## src/rtl/inport_capture_if.sv

```systemverilog
// Handshake between the operator input port and the datapath's INPORT.
// The datapath drives INrd and observes the captured value and its status.
interface inport_capture_if;
    logic        INrd;
    logic [31:0] INPORTin;
    logic        ready;
    logic        overrun;

    modport master (
        output INrd,
        input  INPORTin,
        input  ready,
        input  overrun
    );

    modport slave (
        input  INrd,
        output INPORTin,
        output ready,
        output overrun
    );
endinterface

```

## src/rtl/inport_capture.sv

```systemverilog
// Debounced push-button capture of the slide switches into a holding
// register, presented to the datapath with a ready/consumed handshake.
module inport_capture #(
    parameter int DEBOUNCE_CYCLES = 500000,
    parameter int WIDTH           = 8
) (
    input  logic             CLOCK_50,
    input  logic             reset,
    input  logic [WIDTH-1:0] SW,
    input  logic             key_n,
    inport_capture_if.slave  bus
);

    localparam int CW = (DEBOUNCE_CYCLES > 2) ? $clog2(DEBOUNCE_CYCLES) : 1;
    localparam logic [CW-1:0] CNT_LAST = CW'(DEBOUNCE_CYCLES - 1);

    localparam logic [1:0] IDLE         = 2'd0;
    localparam logic [1:0] PRESS_WAIT   = 2'd1;
    localparam logic [1:0] HELD         = 2'd2;
    localparam logic [1:0] RELEASE_WAIT = 2'd3;

    logic             key_s1_q;
    logic             key_s2_q;
    logic [WIDTH-1:0] sw_s1_q;
    logic [WIDTH-1:0] sw_s2_q;

    logic [1:0]       state_q;
    logic [1:0]       state_d;
    logic [CW-1:0]    cnt_q;
    logic [CW-1:0]    cnt_d;

    logic [WIDTH-1:0] data_q;
    logic [WIDTH-1:0] data_d;
    logic             ready_q;
    logic             ready_d;
    logic             ovr_q;
    logic             ovr_d;

    logic             pressed;
    logic             cnt_done;
    logic             capture;

    assign pressed  = ~key_s2_q;
    assign cnt_done = (cnt_q == CNT_LAST);

    // Key idles released (high) so the synchronizer resets to 1.
    always_ff @(posedge CLOCK_50) begin
        if (reset) begin
            key_s1_q <= 1'b1;
            key_s2_q <= 1'b1;
            sw_s1_q  <= '0;
            sw_s2_q  <= '0;
        end else begin
            key_s1_q <= key_n;
            key_s2_q <= key_s1_q;
            sw_s1_q  <= SW;
            sw_s2_q  <= sw_s1_q;
        end
    end

    always_comb begin
        state_d = state_q;
        cnt_d   = cnt_q;
        capture = 1'b0;
        unique case (state_q)
            IDLE: begin
                if (pressed) begin
                    state_d = PRESS_WAIT;
                    cnt_d   = '0;
                end
            end
            PRESS_WAIT: begin
                if (!pressed) begin
                    state_d = IDLE;
                    cnt_d   = '0;
                end else if (cnt_done) begin
                    state_d = HELD;
                    capture = 1'b1;
                end else begin
                    cnt_d = cnt_q + CW'(1);
                end
            end
            HELD: begin
                if (!pressed) begin
                    state_d = RELEASE_WAIT;
                    cnt_d   = '0;
                end
            end
            RELEASE_WAIT: begin
                if (pressed) begin
                    state_d = HELD;
                end else if (cnt_done) begin
                    state_d = IDLE;
                end else begin
                    cnt_d = cnt_q + CW'(1);
                end
            end
            default: begin
                state_d = IDLE;
                cnt_d   = '0;
            end
        endcase
    end

    // A capture alongside INrd consumes the old value and keeps ready set.
    always_comb begin
        data_d  = data_q;
        ready_d = ready_q;
        ovr_d   = ovr_q;
        if (capture) begin
            data_d  = sw_s2_q;
            ready_d = 1'b1;
            if (ready_q && !bus.INrd) begin
                ovr_d = 1'b1;
            end
        end else if (bus.INrd && ready_q) begin
            ready_d = 1'b0;
        end
    end

    always_ff @(posedge CLOCK_50) begin
        if (reset) begin
            state_q <= IDLE;
            cnt_q   <= '0;
            data_q  <= '0;
            ready_q <= 1'b0;
            ovr_q   <= 1'b0;
        end else begin
            state_q <= state_d;
            cnt_q   <= cnt_d;
            data_q  <= data_d;
            ready_q <= ready_d;
            ovr_q   <= ovr_d;
        end
    end

    assign bus.INPORTin = 32'(data_q);
    assign bus.ready    = ready_q;
    assign bus.overrun  = ovr_q;

endmodule

```

## src/flat_wrapper.sv

```systemverilog
// flat-port wrapper written by rule: the top's interface ports become plain ports
module inport_capture_flat 
#(
    parameter int DEBOUNCE_CYCLES = 500000,
    parameter int WIDTH           = 8
)
  (CLOCK_50, reset, SW, key_n, bus_INrd, bus_INPORTin, bus_ready, bus_overrun);
  inport_capture_if bus_i ();
  input  logic CLOCK_50;
  input  logic reset;
  input  logic [WIDTH-1:0] SW;
  input  logic key_n;
  input wire logic [$bits(bus_i.INrd)-1:0] bus_INrd;
  output wire logic [$bits(bus_i.INPORTin)-1:0] bus_INPORTin;
  output wire logic [$bits(bus_i.ready)-1:0] bus_ready;
  output wire logic [$bits(bus_i.overrun)-1:0] bus_overrun;
  assign bus_i.INrd = bus_INrd;
  assign bus_INPORTin = bus_i.INPORTin;
  assign bus_ready = bus_i.ready;
  assign bus_overrun = bus_i.overrun;
  inport_capture #(.DEBOUNCE_CYCLES(DEBOUNCE_CYCLES), .WIDTH(WIDTH)) u_core (.CLOCK_50(CLOCK_50), .reset(reset), .SW(SW), .key_n(key_n), .bus(bus_i));
endmodule
```

## config.mk

```make
export PLATFORM = sky130hd
export DESIGN_NAME = inport_capture_flat
export DESIGN_NICKNAME = d
export VERILOG_FILES = /design/src/rtl/inport_capture_if.sv /design/src/rtl/inport_capture.sv /design/src/flat_wrapper.sv
export SDC_FILE = /design/constraint.sdc
export NUM_CORES = 1
export LEC_CHECK = 0
export ABC_AREA = 1
export BUFFER_PORTS_ARGS = -buffer_cell sky130_fd_sc_hd__buf_2
export CORE_ASPECT_RATIO = 0.5
export CORE_MARGIN = 5
export CORE_UTILIZATION = 25
export CTS_BUF_LIST = sky130_fd_sc_hd__clkbuf_2 sky130_fd_sc_hd__clkbuf_4 sky130_fd_sc_hd__clkbuf_8
export CTS_CLUSTER_DIAMETER = 40
export DETAILED_ROUTE_END_ITERATION = 16
export GPL_ROUTABILITY_DRIVEN = 0
export MAX_ROUTING_LAYER = met4
export PLACE_DENSITY_LB_ADDON = 0.15
export SLEW_MARGIN = 20
export SYNTH_ARGS = -nofsm -noshare
export SYNTH_HDL_FRONTEND = slang
export SYNTH_SLANG_ARGS = --single-unit
```

## constraint.sdc

```tcl
create_clock -name CLOCK_50 -period 1.45 [get_ports CLOCK_50]
set_input_delay 0.29 -clock CLOCK_50 [delete_from_list [all_inputs] [get_ports CLOCK_50]]
set_output_delay 0.29 -clock CLOCK_50 [all_outputs]
set_load 0.05 [all_outputs]
```

# [Word-level counts from Yosys, hierarchy flattened]
# Index checks and enable logic that the tools add are counted.
[word_totals] register_bits=49 input_bits=12 output_inout_bits=34 elab_cells=45
[classes] n_addsub=1 eq_ne=9 n_mux=18 n_reduce_logical=8
[ops] operator="$mux W19" count=5
[ops] operator="$pmux W19 S4" count=1
[ops] operator="$add A19 B1 Y19 const B" count=1
[ops] operator="$eq A19 B19 Y1 const B" count=1
[ops] operator="$mux W2" count=6
[ops] operator="$pmux W2 S4" count=1
[ops] operator="$mux W1" count=5
[ops] operator="$eq A2 B2 Y1 const B" count=2
[ops] operator="$ne A2 B1 Y1 const B" count=2
[ops] operator="$reduce_and A4 Y1" count=1
[ops] operator="$ne A3 B1 Y1 const B" count=1
[ops] operator="$ne A3 B3 Y1 const B" count=1
[ops] operator="$reduce_and A3 Y1" count=1
[ops] operator="$eq A2 B1 Y1 const B" count=1
[ops] operator="$logic_and A1 B1 Y1" count=2
[ops] operator="$logic_not A2 Y1" count=1
[ops] operator="$ne A2 B2 Y1 const B" count=1
[ops] operator="$reduce_and A2 Y1" count=1
[ops] operator="$reduce_bool A2 Y1" count=1
[ops] operator="$logic_not A1 Y1" count=1

# [Depth between registers and ports, before layout]
# Gate-level depths: netlist (run 1).
[depth] ltp_word=5 depth_mapped=10 mapped_depth_nobuf=10

# [Worst setup path after synthesis (run 1)]
# Ideal clock, no wire load.
[synth_path] kind="register to register" startpoint="register u_core.cnt_q[0]" endpoint="register u_core.cnt_q[10]" setup_time_ps=120 arrival_ps=1377 slack_ps=-47 path_stages_with_launch=11 path_buffers=0 cell_sequence="dfxtp_1 ha_1 nand3_1 nor2_2 inv_2 nor2_4 nand2_1 nor2_1 inv_1 o21ai_2 a21oi_1"
[synth_between] elab_chain_len=4
[synth_lines] element="from (decl)" line="inport_capture.sv:29" rtl="logic [CW-1:0] cnt_q;"
[synth_lines] element="from (signal assigned)" line="inport_capture.sv:130" rtl="cnt_q <= cnt_d;"
[synth_lines] element="$add A19 B1 Y19 or $eq A19 B19 Y1 (tied branches)" line="inport_capture.sv:80, inport_capture.sv:95, inport_capture.sv:44"
[synth_lines] element="$mux W19 *" line="inport_capture.sv:76, inport_capture.sv:92"
[synth_lines] element="$mux W19 (on tied branches)" line="inport_capture.sv:90, inport_capture.sv:73"
[synth_lines] element="$pmux W19 S4 *" line="inport_capture.sv:65" rtl="unique case (state_q)"
# Every way passes the cells marked *; elsewhere a longest branch is shown, timed or not. The select of a mux whose other input is x is not followed.
# A chain may end at the register's enable or synchronous reset.

# [Final worst setup path (run 1)]
[layout_path] startpoint="register u_core.cnt_q[0]" endpoint="register u_core.data_q[2]"
[layout_between] elab_chain_len=4
[layout_lines] element="$eq A19 B19 Y1" line="inport_capture.sv:44" rtl="assign cnt_done = (cnt_q == CNT_LAST);"
[layout_lines] element="$mux W1" line="inport_capture.sv:76" rtl="end else if (cnt_done) begin"
[layout_lines] element="$mux W1" line="inport_capture.sv:73" rtl="if (!pressed) begin"
[layout_lines] element="$mux W1" line="inport_capture.sv:65"
[layout_lines] element="to (signal assigned)" line="inport_capture.sv:131" rtl="data_q <= data_d;"
[layout_lines] element="to (decl)" line="inport_capture.sv:32" rtl="logic [WIDTH-1:0] data_q;"
# Every way passes these cells.

==> results of run 1 <==
==> cell type report <==
type                       count  area (um2)
clock inverter                 3        47.5
timing repair buffer          70         503
clock buffer                   5        68.8
fill                         926        5670
sequential                    49         997
tap                          117         146
multi-input combinational    211        1210
inverter                      46         180
==> worst register-to-register path, delay by kind of cell (launching register included) <==
kind | cells | cell delay [ps]
compound gates | 1 | 160
fa+ha+maj | 1 | 180
buf+inv | 1 | 120
flops | 1 | 360
simple gates | 5 | 540
==> power groups by stage <==
stage | logic [uW] | clock network (uW) | registers (uW)
global placement | 266 | 0 | 1410
finish | 279 | 1020 | 1380
global route | 302 | 1120 | 1390
detailed placement | 269 | 0 | 1410
CTS | 270 | 1060 | 1380
floorplan | 260 | 0 | 1410
==> metrics by stage <==
| step | hold WS, ps | instance area [um2] | instances | setup slack [ps] |
|---|---|---|---|---|
| global placement | 392 | 2740 | 485 | -51.0 |
| floorplan | 388 | 2390 | 336 | 20.5 |
| detailed placement | 392 | 2740 | 485 | -81.3 |
| finish | 161 | 3160 | 501 | -11.0 |
| CTS | 155 | 2900 | 494 | -4.73 |
| global route | 146 | 3160 | 501 | -113 |
==> sequential cells by signal, indices dropped and copies added (netlist names), named ones only <==
name	count
u_core.cnt_q	19
u_core.data_q	8
u_core.sw_s1_q	8
u_core.sw_s2_q	8
u_core.bus.overrun	1
u_core.bus.ready	1
u_core.key_s1_q	1
u_core.key_s2_q	1
u_core.state_q	1
==> worst paths after layout <==
check | from | to | slack (ps) | cells past startpoint
worst max-delay path | u_core.cnt_q[0] | u_core.data_q[2] | -10 | 8
worst min-delay path | key_n | u_core.key_s1_q | 160 | 2
worst min register to register | u_core.sw_s1_q[1] | u_core.sw_s2_q[1] | 410 | 2
worst max register to register | u_core.cnt_q[0] | u_core.data_q[2] | -10 | 8
==> cell usage after synthesis, drive strengths merged <==
cell type / n
conb: 1
nand3: 13
nand2: 53
nand3b: 4
o21ai: 17
nand4: 2
inv: 46
and2: 2
or2: 3
dfxtp: 49
buf: 26
xnor2: 1
o211ai: 3
nor2: 64
xor2: 1
a21oi: 19
ha: 1
and3: 1
nor3: 3
clkbuf: 4
==> repair_timing <==
item | 4_1_cts | 5_1_grt
setup buffers | 1 | 7
pin swaps | 4 | 22
resized for setup | 15 | 63
setup endpoints to repair | 21 | 28
==> routing by layer <==
| metal | track usage (%) | part of all wire, % |
|---|---|---|
| met4 | 3.07 | 1.2 |
| met1 | 11.1 | 48 |
| met2 | 15.7 | 46 |
| met3 | 2.44 | 5.1 |
| met5 | - | 0 |
==> logic make-up (layout without fill, tap and decap cells) <==
group / after synthesis / after routing / synth area share [%]
AND/OR/NAND/NOR: 145 / 145 / 29.4
buffers and inverters: 76 / 124 / 16.7
flip-flops: 49 / 49 / 42.7
AO/OA/AOI/OAI: 39 / 39 / 9.65
XOR/XNOR: 2 / 2 / 0.763
adder cells (fa/ha/maj): 1 / 1 / 0.545
other: 1 / 24 / 0.163
==> flow_metrics.env, run 1 <==
export IMPL_antenna_found_initial=0
export IMPL_fin_util_pct=35.7
export IMPL_cap_violations=0
export IMPL_die_w_um=145
export IMPL_p_switching_uw=720
export IMPL_min_path_type="in2reg"
export IMPL_crit_family="simple AND/OR/NAND/NOR gates"
export IMPL_ys_ff_latch=49
export IMPL_outcome="complete, but fails checks"
export IMPL_grt_usage_pct=9.38
export IMPL_netSwitchingFraction_pct=26.8
export IMPL_portBuffers=21
export IMPL_maxSlewViolCount=0
export IMPL_rsz0062_at_grt="yes"
export IMPL_drc=0
export IMPL_gr_total_overflow=0
export IMPL_critPathKind="reg2reg"
export IMPL_vias=1947
export IMPL_syn_avg_cell_area_um2=7.33
export IMPL_row_count=24
export IMPL_cts_root_buf="clkbuf_8"
export IMPL_syn_to_final_growth_pct=37.5
export IMPL_final_common_cell="nor2_1"
export IMPL_tns_ps=-11.0
export IMPL_yosys_top_cells_area="dfxtp_1, nor2_1, nand2_1"
export IMPL_slowest_stage="dfxtp_2"
export IMPL_netlist_instances=313
export IMPL_worst_ep_required_time_ps=1660
export IMPL_yosysTopAreaCell="dfxtp_1"
export IMPL_critPathCaptureType="flop"
export IMPL_final_antenna_net_count=0
export IMPL_start_util_pct=26.0
export IMPL_wl_per_cell_um=10.2
export IMPL_grt_pass1_vias=1805
export IMPL_netlist_cell_type_count=34
export IMPL_path_cells="ha_4, nand3_4, nor2_4, nand3_4, nor2_4, clkinv_4, o21ai_0, nor2_1"
export IMPL_pwr_share_comb_pct=10.4
export IMPL_seqPwrFrac_pct=51.6
export IMPL_cts_max_level=2
export IMPL_grt_max_degree=18
export IMPL_synth_warnings=0
export IMPL_cts_tree="done"
export IMPL_setup_violations=1
export IMPL_grt_first_pass_wirelength_um=8380
export IMPL_period_share_pct=101
export IMPL_cts_max_path_buffers=2
export IMPL_clock_sinks=49
export IMPL_ctsHoldBuffers=0
export IMPL_viasPerCell=3.89
export IMPL_fin_skew_ps=2.48
export IMPL_hold_viol=0
export IMPL_p_leak_uw=0.00138
export IMPL_die_h_um=77.7
export IMPL_internal_power_uw=1960
export IMPL_setup_ws_ps=-11.0
export IMPL_violations="setup timing"
export IMPL_synth_top_area_share_pct=42.7
export IMPL_io_pin_count=46
export IMPL_period_minus_slack_ps=1460
export IMPL_core_um2=8830
export IMPL_startpoint_type="flop"
export IMPL_antenna_cells=0
export IMPL_dp_hpwl_um=3970
export IMPL_drive_gt1_share_pct=38.8
export IMPL_clk_pin_slew_ps=90
export IMPL_crit_buf_inv=1
export IMPL_arrival_ps=1670
export IMPL_clkLatencyLatePin_ps=310
export IMPL_vdd_drop_max_mv=0.407
export IMPL_clkPwrFrac_pct=38.0
export IMPL_final_cell_mix="nor2_1, nand2_1, buf_4"
export IMPL_cts_made_buffers=5
export IMPL_synth_seq_area_share_pct=42.7
export IMPL_first_pass_iters=4
export IMPL_critPathMaxFanout=8
export IMPL_power_density_nw_per_um2=850
export IMPL_dieArea_um2=11300
export IMPL_fin_nets=396
export IMPL_p_total_uw=2680
export IMPL_drt_iter0_markers=64
export IMPL_wl_um=5120
export IMPL_syn_area_um2=2290
export IMPL_fmax_mhz=684
export IMPL_slowest_delay_ps=360
Note: power is estimated with default switching activity, not from simulation.
==> run 2: changes to the inputs <==
--- a/config.mk
+++ b/config.mk
@@ -16,6 +16,7 @@
 export GPL_ROUTABILITY_DRIVEN = 0
 export MAX_ROUTING_LAYER = met4
 export PLACE_DENSITY_LB_ADDON = 0.15
+export REMOVE_ABC_BUFFERS = 1
 export SLEW_MARGIN = 20
 export SYNTH_ARGS = -nofsm -noshare
 export SYNTH_HDL_FRONTEND = slang
==> run 2 against run 1 <==
The run still ends with setup timing left. Sequential share of layout area rose by 1.6 points. Critical path depth unchanged. Combinational power about the same. Clock skew is 11 ps higher. Wire length up 1.4%. Non-clock buffer count fell by 8. Worst setup slack improved by 8.1 ps. Global-route usage is 0.24 points higher. Total power fell by 4.6%. Largest cell class unchanged. Highest routed layer unchanged.
==> flow_metrics.env, run 2 (same netlist as run 1, synthesis figures left out) <==
export IMPL_outcome="complete, but fails checks"
export IMPL_violations="setup timing"
export IMPL_period_share_pct=100
export IMPL_core_um2=8830
export IMPL_critPathMaxFanout=8
export IMPL_final_antenna_net_count=0
export IMPL_drc=0
export IMPL_grt_pass1_vias=1821
export IMPL_clkLatencyLatePin_ps=320
export IMPL_critPathKind="reg2reg"
export IMPL_dpl_worst_slack_ps=-90.1
export IMPL_vias=1961
export IMPL_antenna_cells=0
export IMPL_multi_input_area_um2=1150
export IMPL_p_total_uw=2560
export IMPL_wl_per_cell_um=10.5
export IMPL_arrival_ps=1720
export IMPL_dieArea_um2=11300
export IMPL_final_cell_mix="nor2_1, nand2_1, inv_1, buf_4, dfxtp_1"
export IMPL_rsz0062_at_grt="yes"
export IMPL_cts_max_level=2
export IMPL_ctsHoldBuffers=0
export IMPL_power_density_nw_per_um2=852
export IMPL_cts_max_path_buffers=2
export IMPL_r2r_end="u_core.bus.overrun"
export IMPL_p_leak_uw=0.00128
export IMPL_cts_root_buf="clkbuf_8"
export IMPL_final_common_cell="nor2_1"
export IMPL_cts_tree="done"
export IMPL_ff_latch_area_um2=998
export IMPL_largest_reg_flops=19
export IMPL_io_pin_count=46
export IMPL_row_count=24
export IMPL_fin_util_pct=34.0
export IMPL_maxSlewViolCount=0
export IMPL_drive_gt1_share_pct=36.7
export IMPL_dp_hpwl_um=4020
export IMPL_setup_violations=1
export IMPL_vdd_drop_max_mv=0.319
export IMPL_use_met1_pct=11.6
export IMPL_grt_first_pass_wirelength_um=8580
export IMPL_period_minus_slack_ps=1450
export IMPL_tns_ps=-2.81
export IMPL_top_register="u_core.cnt_q"
export IMPL_die_h_um=77.7
export IMPL_start_util_pct=26.0
export IMPL_gr_total_overflow=0
export IMPL_first_pass_iters=5
export IMPL_rrSetupSlack_ps=-3
export IMPL_startpoint_type="flop"
export IMPL_worstHoldStart="key_n"
export IMPL_clk_pin_slew_ps=110
export IMPL_reg2reg_depth=8
export IMPL_placed_cells=483
export IMPL_fin_nets=388
export IMPL_instances_no_fill=493
export IMPL_grt_usage_pct=9.62
export IMPL_die_w_um=145
export IMPL_fmax_mhz=688
export IMPL_cts_made_buffers=5
export IMPL_hold_viol=0
export IMPL_fill_cells=953
export IMPL_clock_sinks=49
export IMPL_viasPerCell=3.98
export IMPL_whs_endpoint="u_core.key_s1_q"
export IMPL_reg2reg_from="u_core.cnt_q[1]"
export IMPL_met2_usage_pct=15.9
export IMPL_antenna_found_initial=0
export IMPL_drt_iter0_markers=43
export IMPL_portBuffers=21
export IMPL_critPathCaptureType="flop"
export IMPL_busiest_layer="met2"
export IMPL_syn_to_final_growth_pct=30.9
export IMPL_fin_skew_ps=14.0
export IMPL_cap_violations=0
export IMPL_hold_depth=2
export IMPL_wl_um=5190
export IMPL_worst_ep_required_time_ps=1720
export IMPL_min_path_type="in2reg"
export IMPL_setup_ws_ps=-2.81
export IMPL_grtUsageMet3_pct=2.39
export IMPL_grt_max_degree=27
==> run 2: cell types whose count changed in the layout (fill, tap and decap cells not counted), moves of 2 or more <==
cell / previous run / this run
nor2_4: 11 / 9
nor2_2: 3 / 5
nand3_4: 5 / 2
nand2_1: 41 / 45
nand2_4: 3 / 1
buf_4: 41 / 38
buf_6: 8 / 2
nand2_2: 9 / 7
nand3_2: 4 / 6
o21ai_0: 5 / 3
==> run 2: worst max-delay path by stage <==
| stage | from | endpoint | slack (ps) | cells past startpoint |
|---|---|---|---|---|
| finish | u_core.cnt_q[1] | u_core.bus.overrun | -3 | 8 |
| CTS | u_core.cnt_q[1] | u_core.cnt_q[10] | -20 | 10 |
| global route | u_core.cnt_q[1] | u_core.data_q[2] | -120 | 8 |
| detailed placement | u_core.cnt_q[0] | u_core.cnt_q[10] | -90 | 10 |
| global placement | u_core.cnt_q[0] | u_core.cnt_q[10] | -50 | 10 |
| floorplan | u_core.cnt_q[0] | u_core.data_q[0] | -160 | 8 |
==> run 2: critical path, stage by stage, from the launching register on <==
cell     delay, ps
dfxtp_2        370
ha_4           150
nand3_2        120
nor2_4         140
nand3_4        140
nor2_4         180
buf_6          150
nand2_2         50
a21oi_2        100
==> run 2: area by class of cell <==
class / instances / area share [%]
clock inverters: 3 / 0.958
repair buffers: 62 / 14.4
flip-flops and latches: 49 / 33.2
inverters: 46 / 5.91
clock buffers: 5 / 2.29
multi-input cells: 211 / 38.3
well taps: 117 / 4.87
==> run 2: what timing repair did <==
action                                  CTS  global route
endpoints found under the setup margin   24            31
resized for setup                        17            49
pin swaps                                 6             8
setup buffers                             1             1
==> run 2: power by group <==
group	switching (uW)	total [uW]	internal, uW
registers	11.6	1380	1370
clock network	535	897	362
logic	215	277	62.0
total	762	2560	1800
==> run 2: metal layers <==
layer,share of wire (%),wire length [um]
met1,47,2430
met2,45,2320
met3,7.0,361
met4,1.5,79
met5,0,0
==> run 2: metrics by stage <==
step	cell area [um2]	hold slack, ps
floorplan	2170	352
global placement	2730	393
global route	3000	143
finish	3000	153
detailed placement	2730	392
CTS	2880	143
